<file path="src/rtl/clock_pkg.sv">
// Shared BCD constants and helpers for the timebase consumer blocks.
package clock_pkg;

    localparam logic [7:0] BCD_59    = 8'h59;
    localparam logic [7:0] BCD_ZERO  = 8'h00;
    localparam logic [3:0] DIGIT_MAX = 4'h9;

    // Returns {wrap, next}: wraps to zero once the value has reached limit.
    function automatic logic [8:0] bcd_inc(input logic [7:0] value, input logic [7:0] limit);
        logic [8:0] result;
        if (value >= limit) begin
            result = {1'b1, BCD_ZERO};
        end else if (value[3:0] >= DIGIT_MAX) begin
            result = {1'b0, value[7:4] + 4'h1, 4'h0};
        end else begin
            result = {1'b0, value[7:4], value[3:0] + 4'h1};
        end
        return result;
    endfunction

    function automatic logic bcd_valid(input logic [7:0] value, input logic [7:0] limit);
        return (value[7:4] <= DIGIT_MAX) && (value[3:0] <= DIGIT_MAX) && (value <= limit);
    endfunction

endpackage

</file>
<file path="src/rtl/tick_sync.sv">
// Resynchronises the divided slow clock into clk and emits a one-cycle tick per rising edge.
module tick_sync #(
    parameter int SYNC_STAGES = 2
) (
    input  logic clk,
    input  logic rst,
    input  logic i_tick_clk,
    output logic o_tick
);

    localparam int              ARM_W    = $clog2(SYNC_STAGES + 2);
    localparam logic [ARM_W-1:0] ARM_DONE = ARM_W'(SYNC_STAGES + 1);

    logic [SYNC_STAGES-1:0] r_sync;
    logic                   r_prev;
    logic [ARM_W-1:0]       r_arm_cnt;
    logic                   w_armed;

    // Synchroniser chain, edge history, and post-reset arming counter.
    always_ff @(posedge clk or negedge rst) begin
        if (!rst) begin
            r_sync    <= '0;
            r_prev    <= 1'b0;
            r_arm_cnt <= '0;
        end else begin
            r_sync <= {r_sync[SYNC_STAGES-2:0], i_tick_clk};
            r_prev <= r_sync[SYNC_STAGES-1];
            if (r_arm_cnt != ARM_DONE) begin
                r_arm_cnt <= r_arm_cnt + ARM_W'(1);
            end else begin
                r_arm_cnt <= r_arm_cnt;
            end
        end
    end

    // A level already high at reset release reaches r_prev before arming completes.
    assign w_armed = (r_arm_cnt == ARM_DONE);
    assign o_tick  = w_armed & r_sync[SYNC_STAGES-1] & ~r_prev;

endmodule

</file>
<file path="src/rtl/time_keeper.sv">
// 24-hour BCD hh:mm:ss counter driven by ticks from the divided timebase, with validated loading.
module time_keeper
    import clock_pkg::*;
#(
    parameter int         SYNC_STAGES  = 2,
    parameter logic [7:0] MAX_HOUR_BCD = 8'h23
) (
    input  logic       clk,
    input  logic       rst,
    input  logic       i_tick_clk,
    input  logic       i_hold,
    input  logic       i_load,
    input  logic [7:0] i_load_hh,
    input  logic [7:0] i_load_mm,
    input  logic [7:0] i_load_ss,
    output logic [7:0] o_hh,
    output logic [7:0] o_mm,
    output logic [7:0] o_ss,
    output logic       o_sec_pulse,
    output logic       o_min_carry,
    output logic       o_day_carry,
    output logic       o_load_ack,
    output logic       o_load_err
);

    logic       w_tick;
    logic       w_load_ok;
    logic [8:0] w_ss_inc;
    logic [8:0] w_mm_inc;
    logic [8:0] w_hh_inc;
    logic [7:0] w_hh_nx, w_mm_nx, w_ss_nx;
    logic       w_sec_nx, w_min_nx, w_day_nx, w_ack_nx, w_err_nx;
    logic [7:0] r_hh, r_mm, r_ss;
    logic       r_sec, r_min, r_day, r_ack, r_err;

    tick_sync #(.SYNC_STAGES(SYNC_STAGES)) u_tick_sync (
        .clk        (clk),
        .rst        (rst),
        .i_tick_clk (i_tick_clk),
        .o_tick     (w_tick)
    );

    assign w_load_ok = bcd_valid(i_load_hh, MAX_HOUR_BCD) &&
                       bcd_valid(i_load_mm, BCD_59) &&
                       bcd_valid(i_load_ss, BCD_59);
    assign w_ss_inc  = bcd_inc(r_ss, BCD_59);
    assign w_mm_inc  = bcd_inc(r_mm, BCD_59);
    assign w_hh_inc  = bcd_inc(r_hh, MAX_HOUR_BCD);

    // Next-state: load beats tick; carries ripple through all fields in one cycle.
    always_comb begin
        w_hh_nx  = r_hh;
        w_mm_nx  = r_mm;
        w_ss_nx  = r_ss;
        w_sec_nx = 1'b0;
        w_min_nx = 1'b0;
        w_day_nx = 1'b0;
        w_ack_nx = 1'b0;
        w_err_nx = 1'b0;
        if (i_load) begin
            if (w_load_ok) begin
                w_hh_nx  = i_load_hh;
                w_mm_nx  = i_load_mm;
                w_ss_nx  = i_load_ss;
                w_ack_nx = 1'b1;
            end else begin
                w_err_nx = 1'b1;
            end
        end else if (w_tick && !i_hold) begin
            w_ss_nx  = w_ss_inc[7:0];
            w_sec_nx = 1'b1;
            if (w_ss_inc[8]) begin
                w_min_nx = 1'b1;
                w_mm_nx  = w_mm_inc[7:0];
                if (w_mm_inc[8]) begin
                    w_hh_nx  = w_hh_inc[7:0];
                    w_day_nx = w_hh_inc[8];
                end else begin
                    w_hh_nx = r_hh;
                end
            end else begin
                w_mm_nx = r_mm;
            end
        end else begin
            w_ss_nx = r_ss;
        end
    end

    // Output registers.
    always_ff @(posedge clk or negedge rst) begin
        if (!rst) begin
            r_hh  <= 8'h00;
            r_mm  <= 8'h00;
            r_ss  <= 8'h00;
            r_sec <= 1'b0;
            r_min <= 1'b0;
            r_day <= 1'b0;
            r_ack <= 1'b0;
            r_err <= 1'b0;
        end else begin
            r_hh  <= w_hh_nx;
            r_mm  <= w_mm_nx;
            r_ss  <= w_ss_nx;
            r_sec <= w_sec_nx;
            r_min <= w_min_nx;
            r_day <= w_day_nx;
            r_ack <= w_ack_nx;
            r_err <= w_err_nx;
        end
    end

    assign o_hh        = r_hh;
    assign o_mm        = r_mm;
    assign o_ss        = r_ss;
    assign o_sec_pulse = r_sec;
    assign o_min_carry = r_min;
    assign o_day_carry = r_day;
    assign o_load_ack  = r_ack;
    assign o_load_err  = r_err;

endmodule

</file>
<file path="config.mk">
export PLATFORM = sky130hd
export DESIGN_NAME = time_keeper
export DESIGN_NICKNAME = d
export VERILOG_FILES = /design/src/rtl/clock_pkg.sv /design/src/rtl/tick_sync.sv /design/src/rtl/time_keeper.sv
export SDC_FILE = /design/constraint.sdc
export NUM_CORES = 1
export LEC_CHECK = 0
export CORE_MARGIN = 2
export CORE_UTILIZATION = 35
export DETAILED_ROUTE_END_ITERATION = 6
export PLACE_DENSITY = 0.6
export RECOVER_POWER = 50
export SLEW_MARGIN = 20
export SYNTH_ARGS = -nofsm -noshare
export SYNTH_HDL_FRONTEND = slang
export SYNTH_SLANG_ARGS = --single-unit
</file>
<file path="constraint.sdc">
create_clock -name clk -period 2.53 [get_ports clk]
set_input_delay 0.3795 -clock clk [delete_from_list [all_inputs] [get_ports clk]]
set_output_delay 0.3795 -clock clk [all_outputs]
set_load 0.02 [all_outputs]
</file>
==> impl_summary.txt, run 1 <==
----------------------------------------------------
[Power and ir drop]
  Max IR drop VDD ... 0.488 mV
  Clk pwr share ... 0.204
  PnR Total Power ... 0.00207 W
  Comb power frac ... 0.408
  Switching Fraction ... 0.381
  Internal cell power ... 0.00128 W
  Reported net switching power ... 0.000787 W
  Relative contribution of sequential cells to total power ... 0.387
  Leakage component of the power ... 1.27 nW
  Total power density per cell area ... 739 nW/um^2

[Clocking]
  Maximum buffer depth of the clock tree ... 2
  Post-cts resize count ... 0
  Reg clk slew, reported paths ... 0.07 ns
  Number of clock sinks ... 34
  Clock root buffer master ... sky130_fd_sc_hd__clkbuf_8
  Clock insertion delay at the later pin of the skew report ... 0.28 ns
  Count of hold-fix buffers inserted at cts ... 0
  Number of H-tree branching levels ... 2
  Post-CTS setup buffer count ... 0
  TritonCTS clock tree ... built
  Inserted Clock Buffers ... 5

[STA]
  Maximum frequency from static timing analysis ... 0.461 GHz
  Remaining max-slew budget at the tightest pin ... 0.425
  Setup repair after global routing missed its margin ... no
  Final clock period utilization by the worst path ... 0.858
  Worst-case clock skew ... 0.00794 ns
  Final hold vios ... 0
  Final critical path time including I/O delays and setup ... 2.17 ns
  Final setup violation count ... 0
  Transition at the pin with the smallest max-transition slack ... 0.863 ns
  Final-report max-slew violation count ... 0
  Total negative slack ... 0 ns

[Logic synthesis]
  Cell variety after synth ... 50
  Sequential share of the synthesized area ... 0.424
  Share of flip-flops with an asynchronous set or reset after synthesis ... 1.00
  Flip-flop and latch count after synthesis ... 34
  Total nets after synthesis ... 244
  Number of enable-type register cells in the synthesized netlist ... 0
  Synthesized area per cell ... 10.1 um^2
  Gate Count Post-Synth ... 199
  Main flop type after synthesis ... sky130_fd_sc_hd__dfrtp_1
  Count of synthesis-stage warnings from yosys ... 0
  Netlist Area Pre-Place ... 2010 um^2

[Route]
  Detailed-route DRC error count ... 0
  Met3 WL post-DR ... 270 um
  Overall via count from detail_route ... 1804
  Number of DRC markers after the initial detailed-route iteration ... 54
  Post-detailed-route wirelength per cell ... 14.9 um
  Via/cell ratio ... 5.34
  Iteration count of the initial detailed-routing pass ... 4
  Top layer used by detailed routing ... met4
  Total met2 wirelength after detailed routing ... 2360 um
  Number of nets with antenna violations after routing ... 0
  Wire length on met1 ... 2360 um
  Routed WL ... 5040 um

[Setup path]
  Delay of the slowest cell on the worst path ... 0.54 ns
  Reg2Reg Depth ... 7
  Sort of element at the start of the critical path ... input pin
  Category of the critical setup timing path ... input pin to flip-flop
  Critical-path maximum fanout ... 9
  Series of cell instances along the critical path ... dlygate4sd3_1, nor4_1, and4_1, a21o_1, nand3_2, mux2_1
  Startpoint of the worst-slack reg-to-reg timing path ... o_mm[0]$_DFFE_PN0P_
  Critical register-to-register path endpoint ... o_hh[5]$_DFFE_PN0P_
  Slowest cell on the critical path ... sky130_fd_sc_hd__dlygate4sd3_1
  Data required time at the worst endpoint ... 2.69 ns
  Register-to-register setup slack ... 0.36 ns
  Data arrival at the endpoint of the critical path ... 2.33 ns
  Type of destination of the critical path ... flip-flop

[Placed design]
  Weighted congestion at the end of routability-driven global placement ... 0.816
  Number of placed instances, taps included ... 330
  Number of buffers added on ports ... 57
  Dpl hpwl ... 3790 um

[Floorplanning]
  Width of the chip ... 79.7 um
  Y dimension of the die ... 79.7 um
  Num ports ... 58
  Placeable Area ... 5540 um^2
  Initial Utilization ... 0.362
  Die footprint ... 6360 um^2
  Number of rows in the core area ... 27

[GRT]
  Largest net degree at the start of global routing ... 35
  Number of antenna violations at the first check in global routing ... 0
  Via count of the first global-routing pass ... 1724
  Overflow after GRT ... 0
  Global-route usage over all layers ... 0.170
  Wire length of the first global-routing pass ... 8550 um

[Run status]
  Run status ... complete, no violations

[Layout]
  Proportion of layout cells with a drive suffix above 1 ... 0.0940
  Commonest cells after routing, fill and taps aside ... sky130_fd_sc_hd__clkdlybuf4s50_1 (49), sky130_fd_sc_hd__dfrtp_1 (34), sky130_fd_sc_hd__o21ai_0 (17)
  Post-Layout Cell Count ... 338
  Leading cell type in the layout, fill and taps excluded ... sky130_fd_sc_hd__clkdlybuf4s50_1
  Layout area overhead ... 39.3%
  # diodes ... 0
  Net count reported at finish ... 310

[Flow run]
  Number of maximum-capacitance violations ... 0

[Min path]
  Type of the most critical hold path ... flip-flop to flip-flop
  Min-Delay Startpoint ... u_tick_sync.r_sync[0]$_DFF_PN0_
  Number of cells traversed by the worst hold path ... 0
  End point of the most critical hold path ... u_tick_sync.r_sync[1]$_DFF_PN0_

----------------------------------------------------
how the worst max path moves through the flow:
stage	start	to	slack, ns	depth (start not counted)
3_5_place_dp	i_load_hh[7]	o_hh[5]$_DFFE_PN0P_	0.19	6
2_1_floorplan	o_ss[1]$_DFFE_PN0P_	o_ss[4]$_DFFE_PN0P_	0.50	6
6_report	i_load_hh[7]	o_hh[5]$_DFFE_PN0P_	0.36	6
4_1_cts	o_mm[0]$_DFFE_PN0P_	o_hh[5]$_DFFE_PN0P_	0.36	7
5_1_grt	i_load_hh[7]	o_hh[5]$_DFFE_PN0P_	0.22	6
3_3_place_gp	i_load_hh[7]	o_hh[5]$_DFFE_PN0P_	0.18	6
Yosys cell counts (2+ instances only):
cell | instances | area [um^2]
sky130_fd_sc_hd__a211o_1 | 2 | 17.5
sky130_fd_sc_hd__a21boi_0 | 2 | 15.0
sky130_fd_sc_hd__a21o_1 | 2 | 15.0
sky130_fd_sc_hd__a21oi_1 | 11 | 55.1
sky130_fd_sc_hd__a221oi_1 | 2 | 17.5
sky130_fd_sc_hd__a22oi_1 | 5 | 37.5
sky130_fd_sc_hd__a32oi_1 | 3 | 26.3
sky130_fd_sc_hd__and2_1 | 6 | 37.5
sky130_fd_sc_hd__and3_1 | 2 | 12.5
sky130_fd_sc_hd__and4_1 | 2 | 17.5
sky130_fd_sc_hd__buf_2 | 2 | 10.0
sky130_fd_sc_hd__clkbuf_1 | 4 | 15.0
sky130_fd_sc_hd__dfrtp_1 | 34 | 851
sky130_fd_sc_hd__ha_1 | 16 | 200
sky130_fd_sc_hd__inv_1 | 12 | 45.0
sky130_fd_sc_hd__mux2_1 | 2 | 22.5
sky130_fd_sc_hd__mux2_2 | 3 | 33.8
sky130_fd_sc_hd__mux2i_1 | 5 | 50.1
sky130_fd_sc_hd__nand2_1 | 11 | 41.3
sky130_fd_sc_hd__nand3_1 | 4 | 20.0
sky130_fd_sc_hd__nor2_1 | 12 | 45.0
sky130_fd_sc_hd__nor3_1 | 4 | 20.0
sky130_fd_sc_hd__nor3b_1 | 3 | 22.5
sky130_fd_sc_hd__o211a_1 | 2 | 20.0
sky130_fd_sc_hd__o211ai_1 | 4 | 30.0
sky130_fd_sc_hd__o21ai_0 | 17 | 85.1
sky130_fd_sc_hd__o2bb2ai_1 | 3 | 26.3
sky130_fd_sc_hd__o31ai_1 | 2 | 15.0
critical path, delay by kind of cell:
family / cells / cell delay, ns
AO/OA/AOI/OAI: 1 / 0.30
buffers and inverters: 1 / 0.54
AND/OR/NAND/NOR: 3 / 0.79
multiplexers: 1 / 0.32
through the flow:
step | util | cell area [um^2] | hold slack (ns) | worst slack, ns
floorplan | - | 2010 | 0.0839 | 0.500
global placement | 0.488 | 2700 | 0.339 | 0.180
detailed placement | 0.488 | 2700 | 0.340 | 0.186
CTS | 0.505 | 2800 | 0.356 | 0.361
global route | 0.505 | 2800 | 0.360 | 0.222
finish | 0.505 | 2800 | 0.352 | 0.359
final cells by class:
type	count	area, um^2
Fill cell	549	2740
Multi-Input combinational cell	147	1090
Sequential cell	34	851
Timing Repair Buffer	65	628
Tap cell	72	90.1
Clock buffer	6	82.6
Inverter	12	45.0
Clock inverter	2	12.5
kinds of logic after synthesis:
kind of cell    Yosys count  synth area share
mux                      10            0.0530
xor+xnor                  1           0.00436
compound gates           64             0.222
buf+inv                  18            0.0349
fa+ha+maj                16            0.0997
flops                    34             0.424
simple gates             56             0.162
sequential cells by signal, indices dropped and copies added (netlist names):
name                   cells
o_load_ack                 1
o_day_carry                1
o_mm                       8
u_tick_sync.r_sync         2
o_sec_pulse                1
o_min_carry                1
u_tick_sync.r_arm_cnt      2
u_tick_sync.r_prev         1
o_ss                       8
o_hh                       8
o_load_err                 1
routing by layer:
layer / global-route usage / vias to the layer above
met5: 0 / -
met4: 0.0508 / 0
met3: 0.0271 / 5
met2: 0.275 / 55
met1: 0.235 / 870
li1: - / 874
power by group through the flow:
stage	Sequential, W	Combinational [W]	Clock (W)
6_report	0.000800	0.000843	0.000422
5_1_grt	0.000824	0.000934	0.000461
2_1_floorplan	0.000898	0.000360	0
3_5_place_dp	0.000806	0.000847	0
4_1_cts	0.000797	0.000854	0.000433
3_3_place_gp	0.000807	0.000842	0
Note: power is estimated with default switching activity, not from simulation.
==> inputs of run 2 (changes only) <==
--- a/config.mk
+++ b/config.mk
@@ -5,7 +5,7 @@
 export SDC_FILE = /design/constraint.sdc
 export NUM_CORES = 1
 export LEC_CHECK = 0
-export CORE_MARGIN = 2
+export CORE_MARGIN = 3
 export CORE_UTILIZATION = 35
 export DETAILED_ROUTE_END_ITERATION = 6
 export PLACE_DENSITY = 0.6
==> run 2 against run 1 <==
Against the previous run:
- first-iteration DRC count is 19% higher
- sequential share of layout area down 0.43 points
- routed wire length down 2.2%
- worst setup slack got worse by 0.027 ns
- clock power grew 44%
- critical path depth increased by 1
- largest power group unchanged
==> impl_summary.txt, run 2 (same netlist as run 1, synthesis figures left out) <==
----------------------------------------------------
[Run status]
  Run status ... complete, no violations

[STA]
  Setup repair after global routing missed its margin ... no
  Final hold vios ... 0
  Transition at the pin with the smallest max-transition slack ... 0.859 ns
  Final-report max-slew violation count ... 0
  Remaining max-slew budget at the tightest pin ... 0.428
  Final setup violation count ... 0
  Final critical path time including I/O delays and setup ... 2.20 ns
  Final clock period utilization by the worst path ... 0.869
  Worst-case clock skew ... 0.0103 ns
  Maximum frequency from static timing analysis ... 0.455 GHz
  Total negative slack ... 0 ns

[Layout]
  # diodes ... 0
  Layout Cell Area excl Fill ... 2840 um^2
  Net count reported at finish ... 310
  Post-Layout Cell Count ... 336
  Proportion of layout cells with a drive suffix above 1 ... 0.0940
  Layout area overhead ... 41.2%
  Commonest cells after routing, fill and taps aside ... sky130_fd_sc_hd__clkdlybuf4s50_1 (48), sky130_fd_sc_hd__dfrtp_1 (34), sky130_fd_sc_hd__o21ai_0 (17)
  Final core utilization ... 0.532
  Leading cell type in the layout, fill and taps excluded ... sky130_fd_sc_hd__clkdlybuf4s50_1

[Route]
  Routed WL ... 4930 um
  Overall via count from detail_route ... 1764
  Number of DRC markers after the initial detailed-route iteration ... 64
  Detailed-route DRC error count ... 0
  Via/cell ratio ... 5.25
  Post-detailed-route wirelength per cell ... 14.7 um
  Iteration count of the initial detailed-routing pass ... 4
  Number of nets with antenna violations after routing ... 0

[Clocking]
  Reg clk slew, reported paths ... 0.07 ns
  Clock root buffer master ... sky130_fd_sc_hd__clkbuf_8
  Number of H-tree branching levels ... 2
  Post-CTS setup buffer count ... 0
  Post-cts resize count ... 0
  Number of clock sinks ... 34
  Maximum buffer depth of the clock tree ... 2
  TritonCTS clock tree ... built
  Inserted Clock Buffers ... 5
  Count of hold-fix buffers inserted at cts ... 0
  Clock insertion delay at the later pin of the skew report ... 0.29 ns

[Setup path]
  Data arrival at the endpoint of the critical path ... 2.37 ns
  Delay of the slowest cell on the worst path ... 0.44 ns
  Type of destination of the critical path ... flip-flop
  Series of cell instances along the critical path ... inv_1, ha_1, nor3b_2, o211ai_1, o221a_4, nand3_2, mux2_1
  Sort of element at the start of the critical path ... flip-flop
  Critical-path maximum fanout ... 6
  Data required time at the worst endpoint ... 2.71 ns
  Slowest cell on the critical path ... sky130_fd_sc_hd__dfrtp_1
  Category of the critical setup timing path ... flip-flop to flip-flop
  Combined buffer and inverter count along the critical path ... 1
  Cell family contributing the most delay on the critical path ... compound AO/OA/AOI/OAI gates

[GRT]
  Number of antenna violations at the first check in global routing ... 0
  Via count of the first global-routing pass ... 1702
  Overflow after GRT ... 0
  Global-route usage over all layers ... 0.159
  Wire length of the first global-routing pass ... 8110 um
  Largest net degree at the start of global routing ... 35

[Power and ir drop]
  Leakage component of the power ... 1.29 nW
  PnR Total Power ... 0.00225 W
  Total power density per cell area ... 792 nW/um^2
  Max IR drop VDD ... 0.484 mV

[Floorplanning]
  Num ports ... 58
  Width of the chip ... 81.7 um
  Number of rows in the core area ... 26
  Initial Utilization ... 0.376
  Placeable Area ... 5340 um^2
  Y dimension of the die ... 81.7 um
  Die footprint ... 6680 um^2

[Placed design]
  Number of placed instances, taps included ... 328
  Number of buffers added on ports ... 57
  Weighted congestion at the end of routability-driven global placement ... 0.817
  Dpl hpwl ... 3720 um
  Placed inst area ... 2700 um^2

[Min path]
  Type of the most critical hold path ... flip-flop to flip-flop

[Flow run]
  Number of maximum-capacitance violations ... 0

----------------------------------------------------
## run 2: metrics by stage
| step | hold WS, ns | setup WS [ns] |
|---|---|---|
| finish | 0.351 | 0.333 |
| global placement | 0.332 | 0.212 |
| detailed placement | 0.336 | 0.207 |
| CTS | 0.353 | 0.362 |
| floorplan | 0.0839 | 0.500 |
| global route | 0.363 | 0.216 |
## run 2: final timing paths
kind	startpoint	endpoint	slack (ns)	depth (start not counted)
hold reg to reg	u_tick_sync.r_sync[0]$_DFF_PN0_	u_tick_sync.r_sync[1]$_DFF_PN0_	0.35	0
setup reg to reg	o_mm[0]$_DFFE_PN0P_	o_hh[5]$_DFFE_PN0P_	0.33	7
hold / removal	u_tick_sync.r_sync[0]$_DFF_PN0_	u_tick_sync.r_sync[1]$_DFF_PN0_	0.35	0
max in group asynchronous	rst	o_mm[1]$_DFFE_PN0P_	1.26	2
min in group asynchronous	rst	u_tick_sync.r_prev$_DFF_PN0_	0.73	2
setup / recovery	o_mm[0]$_DFFE_PN0P_	o_hh[5]$_DFFE_PN0P_	0.33	7
## run 2: cell type report
| class | instances | area [um^2] |
|---|---|---|
| multi-input cells | 147 | 1090 |
| fillers | 503 | 2500 |
| inverters | 12 | 45.0 |
| clock inverters | 3 | 68.8 |
| repair buffers | 65 | 628 |
| flip-flops and latches | 34 | 851 |
| clock buffers | 5 | 68.8 |
| well taps | 70 | 87.6 |
## run 2: routing by layer
layer  share of wire  track usage  routed length (um)
met1            0.49        0.217                2440
met4           0.016       0.0465                  77
met2            0.42        0.236                2080
met5               0            0                   0
met3           0.067       0.0548                 332
## run 2: power breakdown
group          switching, W  leakage, nW  internal (W)
clock              0.000213       0.0683      0.000395
combinational      0.000430        0.808      0.000412
sequential         0.000150        0.418      0.000646
total              0.000792         1.29       0.00145
==> inputs of run 3 (changes only) <==
--- a/config.mk
+++ b/config.mk
@@ -8,7 +8,8 @@
 export CORE_MARGIN = 3
 export CORE_UTILIZATION = 35
 export DETAILED_ROUTE_END_ITERATION = 6
-export PLACE_DENSITY = 0.6
+export DONT_BUFFER_PORTS = 1
+export PLACE_DENSITY = 0.47
 export RECOVER_POWER = 50
 export SLEW_MARGIN = 20
 export SYNTH_ARGS = -nofsm -noshare
==> run 3 against run 2 <==
Against the previous run:
- the flow now finishes with violations (max-capacitance violations, max-slew violations)
- combinational power fell by 37%
- largest power group is now sequential cells
- critical path depth fell by 1
- non-clock buffer count fell by 58
- fmax fell by 0.87%
- critical endpoint is now o_ss[4]$_DFFE_PN0P_
- highest routed layer unchanged
- via count fell by 8.0%
- routed wire length rose by 1.8%
- sequential power rose by 12%
- largest cell class unchanged
- clock-buffer cell count did not move
==> impl_summary.txt, run 3 (same netlist as run 1, synthesis figures left out) <==
----------------------------------------------------
[Layout]
  # diodes ... 0
  Net count reported at finish ... 252
  Commonest cells after routing, fill and taps aside ... sky130_fd_sc_hd__dfrtp_1 (34), sky130_fd_sc_hd__o21ai_0 (17), sky130_fd_sc_hd__ha_1 (16)
  Layout area overhead ... 11.8%
  Leading cell type in the layout, fill and taps excluded ... sky130_fd_sc_hd__dfrtp_1
  Proportion of layout cells with a drive suffix above 1 ... 0.106

[Route]
  Iteration count of the initial detailed-routing pass ... 4
  Detailed-route DRC error count ... 0
  Post-detailed-route wirelength per cell ... 18.1 um
  Number of nets with antenna violations after routing ... 0
  Overall via count from detail_route ... 1623
  Number of DRC markers after the initial detailed-route iteration ... 80
  Via/cell ratio ... 5.84
  Routed WL ... 5030 um

[STA]
  Final hold vios ... 0
  Worst-case clock skew ... 0.00583 ns
  Total negative slack ... 0 ns
  Final critical path time including I/O delays and setup ... 2.22 ns
  Setup repair after global routing missed its margin ... no
  Final WS setup ... 0.313 ns
  Final clock period utilization by the worst path ... 0.876
  Final setup violation count ... 0
  Maximum frequency from static timing analysis ... 0.451 GHz
  Remaining max-slew budget at the tightest pin ... -0.0610
  Final-report max-slew violation count ... 35
  Transition at the pin with the smallest max-transition slack ... 1.59 ns
  Worst hold slack after final layout ... 0.114 ns

[Setup path]
  Reg2Reg Depth ... 6
  Critical Path Stages ... 6
  Data required time at the worst endpoint ... 2.70 ns
  Type of destination of the critical path ... flip-flop
  Series of cell instances along the critical path ... inv_1, ha_1, or3b_2, a21o_1, o21ai_1, mux2_2
  Category of the critical setup timing path ... flip-flop to flip-flop
  Critical-path maximum fanout ... 4
  Last element of the critical path ... o_ss[4]$_DFFE_PN0P_
  Cell family contributing the most delay on the critical path ... flip-flops
  Delay of the slowest cell on the worst path ... 0.51 ns
  Slowest cell on the critical path ... sky130_fd_sc_hd__dfrtp_1
  Sort of element at the start of the critical path ... flip-flop
  Critical register-to-register path endpoint ... o_ss[4]$_DFFE_PN0P_
  Data arrival at the endpoint of the critical path ... 2.39 ns
  Combined buffer and inverter count along the critical path ... 1
  Register-to-register setup slack ... 0.31 ns
  Startpoint of the worst-slack reg-to-reg timing path ... o_ss[1]$_DFFE_PN0P_
  Critical path origin ... o_ss[1]$_DFFE_PN0P_

[Power and ir drop]
  Max IR drop VDD ... 0.358 mV
  Leakage component of the power ... 1.04 nW
  Total power density per cell area ... 859 nW/um^2
  PnR Total Power ... 0.00193 W

[Floorplanning]
  Initial Utilization ... 0.376
  Num ports ... 58
  Width of the chip ... 81.7 um
  Number of rows in the core area ... 26
  Y dimension of the die ... 81.7 um
  Die footprint ... 6680 um^2
  Placeable Area ... 5340 um^2

[Clocking]
  Number of clock sinks ... 34
  Clock root buffer master ... sky130_fd_sc_hd__clkbuf_8
  Maximum buffer depth of the clock tree ... 2
  Count of hold-fix buffers inserted at cts ... 2
  TritonCTS clock tree ... built
  Number of H-tree branching levels ... 2
  Post-CTS setup buffer count ... 0
  Inserted Clock Buffers ... 5
  Post-cts resize count ... 0
  Reg clk slew, reported paths ... 0.08 ns
  Clock insertion delay at the later pin of the skew report ... 0.29 ns

[Placed design]
  Weighted congestion at the end of routability-driven global placement ... 0.842
  Number of buffers added on ports ... 0
  Dpl hpwl ... 3740 um
  Pre-CTS WS ... 0.304 ns

[GRT]
  Largest net degree at the start of global routing ... 35
  Via count of the first global-routing pass ... 1689
  Wire length of the first global-routing pass ... 7880 um
  Number of antenna violations at the first check in global routing ... 0
  Overflow after GRT ... 0
  Global-route usage over all layers ... 0.155

[Run status]
  Violated checks ... max-capacitance violations, max-slew violations
  Run status ... finished, violations left

[Min path]
  Type of the most critical hold path ... input pin to flip-flop

[Flow run]
  Number of maximum-capacitance violations ... 1

----------------------------------------------------
[run 3: final cells by class]
| cell class | instances | area [um^2] |
|---|---|---|
| timing repair buffer | 7 | 60.1 |
| tap | 70 | 87.6 |
| multi-input combinational | 147 | 1090 |
| fill | 536 | 3090 |
| clock inverter | 3 | 45.0 |
| inverter | 12 | 45.0 |
| clock buffer | 5 | 68.8 |
| sequential | 34 | 851 |
[run 3: worst min-delay path by stage]
stage          startpoint                         endpoint  slack (ns)  depth (start not counted)
6_report       i_tick_clk  u_tick_sync.r_sync[0]$_DFF_PN0_        0.11                          0
3_3_place_gp          rst              o_hh[1]$_DFFE_PN0P_        0.08                          0
5_1_grt        i_tick_clk  u_tick_sync.r_sync[0]$_DFF_PN0_        0.09                          0
4_1_cts        i_tick_clk  u_tick_sync.r_sync[0]$_DFF_PN0_        0.10                          0
2_1_floorplan         rst            o_day_carry$_DFF_PN0_        0.08                          0
3_5_place_dp          rst              o_hh[1]$_DFFE_PN0P_        0.09                          0
[run 3: worst reg2reg max path: stages (launching register included)]
cell	delay, ns
sky130_fd_sc_hd__dfrtp_1	0.51
sky130_fd_sc_hd__inv_1	0.13
sky130_fd_sc_hd__ha_1	0.21
sky130_fd_sc_hd__or3b_2	0.47
sky130_fd_sc_hd__a21o_1	0.21
sky130_fd_sc_hd__o21ai_1	0.20
sky130_fd_sc_hd__mux2_2	0.38
[run 3: power breakdown]
part           total, W  switching [W]  internal, W  leakage, nW
Combinational  0.000530       0.000299     0.000231        0.575
Clock          0.000503       0.000210     0.000293       0.0504
Sequential     0.000895       0.000251     0.000644        0.418
Total           0.00193       0.000760      0.00117         1.04
[run 3: layer usage]
metal	vias up	GRT usage	wire, um
met2	57	0.244	2380
li1	759	-	-
met4	0	0.0598	85
met3	9	0.0461	340
met1	798	0.199	2220
met5	-	0	0
[run 3: per-stage QoR]
step           cells  instance area [um^2]  utilization
4_1_cts          278                  2250        0.422
6_report         278                  2240        0.421
3_3_place_gp     268                  2110        0.395
3_5_place_dp     268                  2110        0.395
5_1_grt          278                  2240        0.421
2_1_floorplan    199                  2010            -
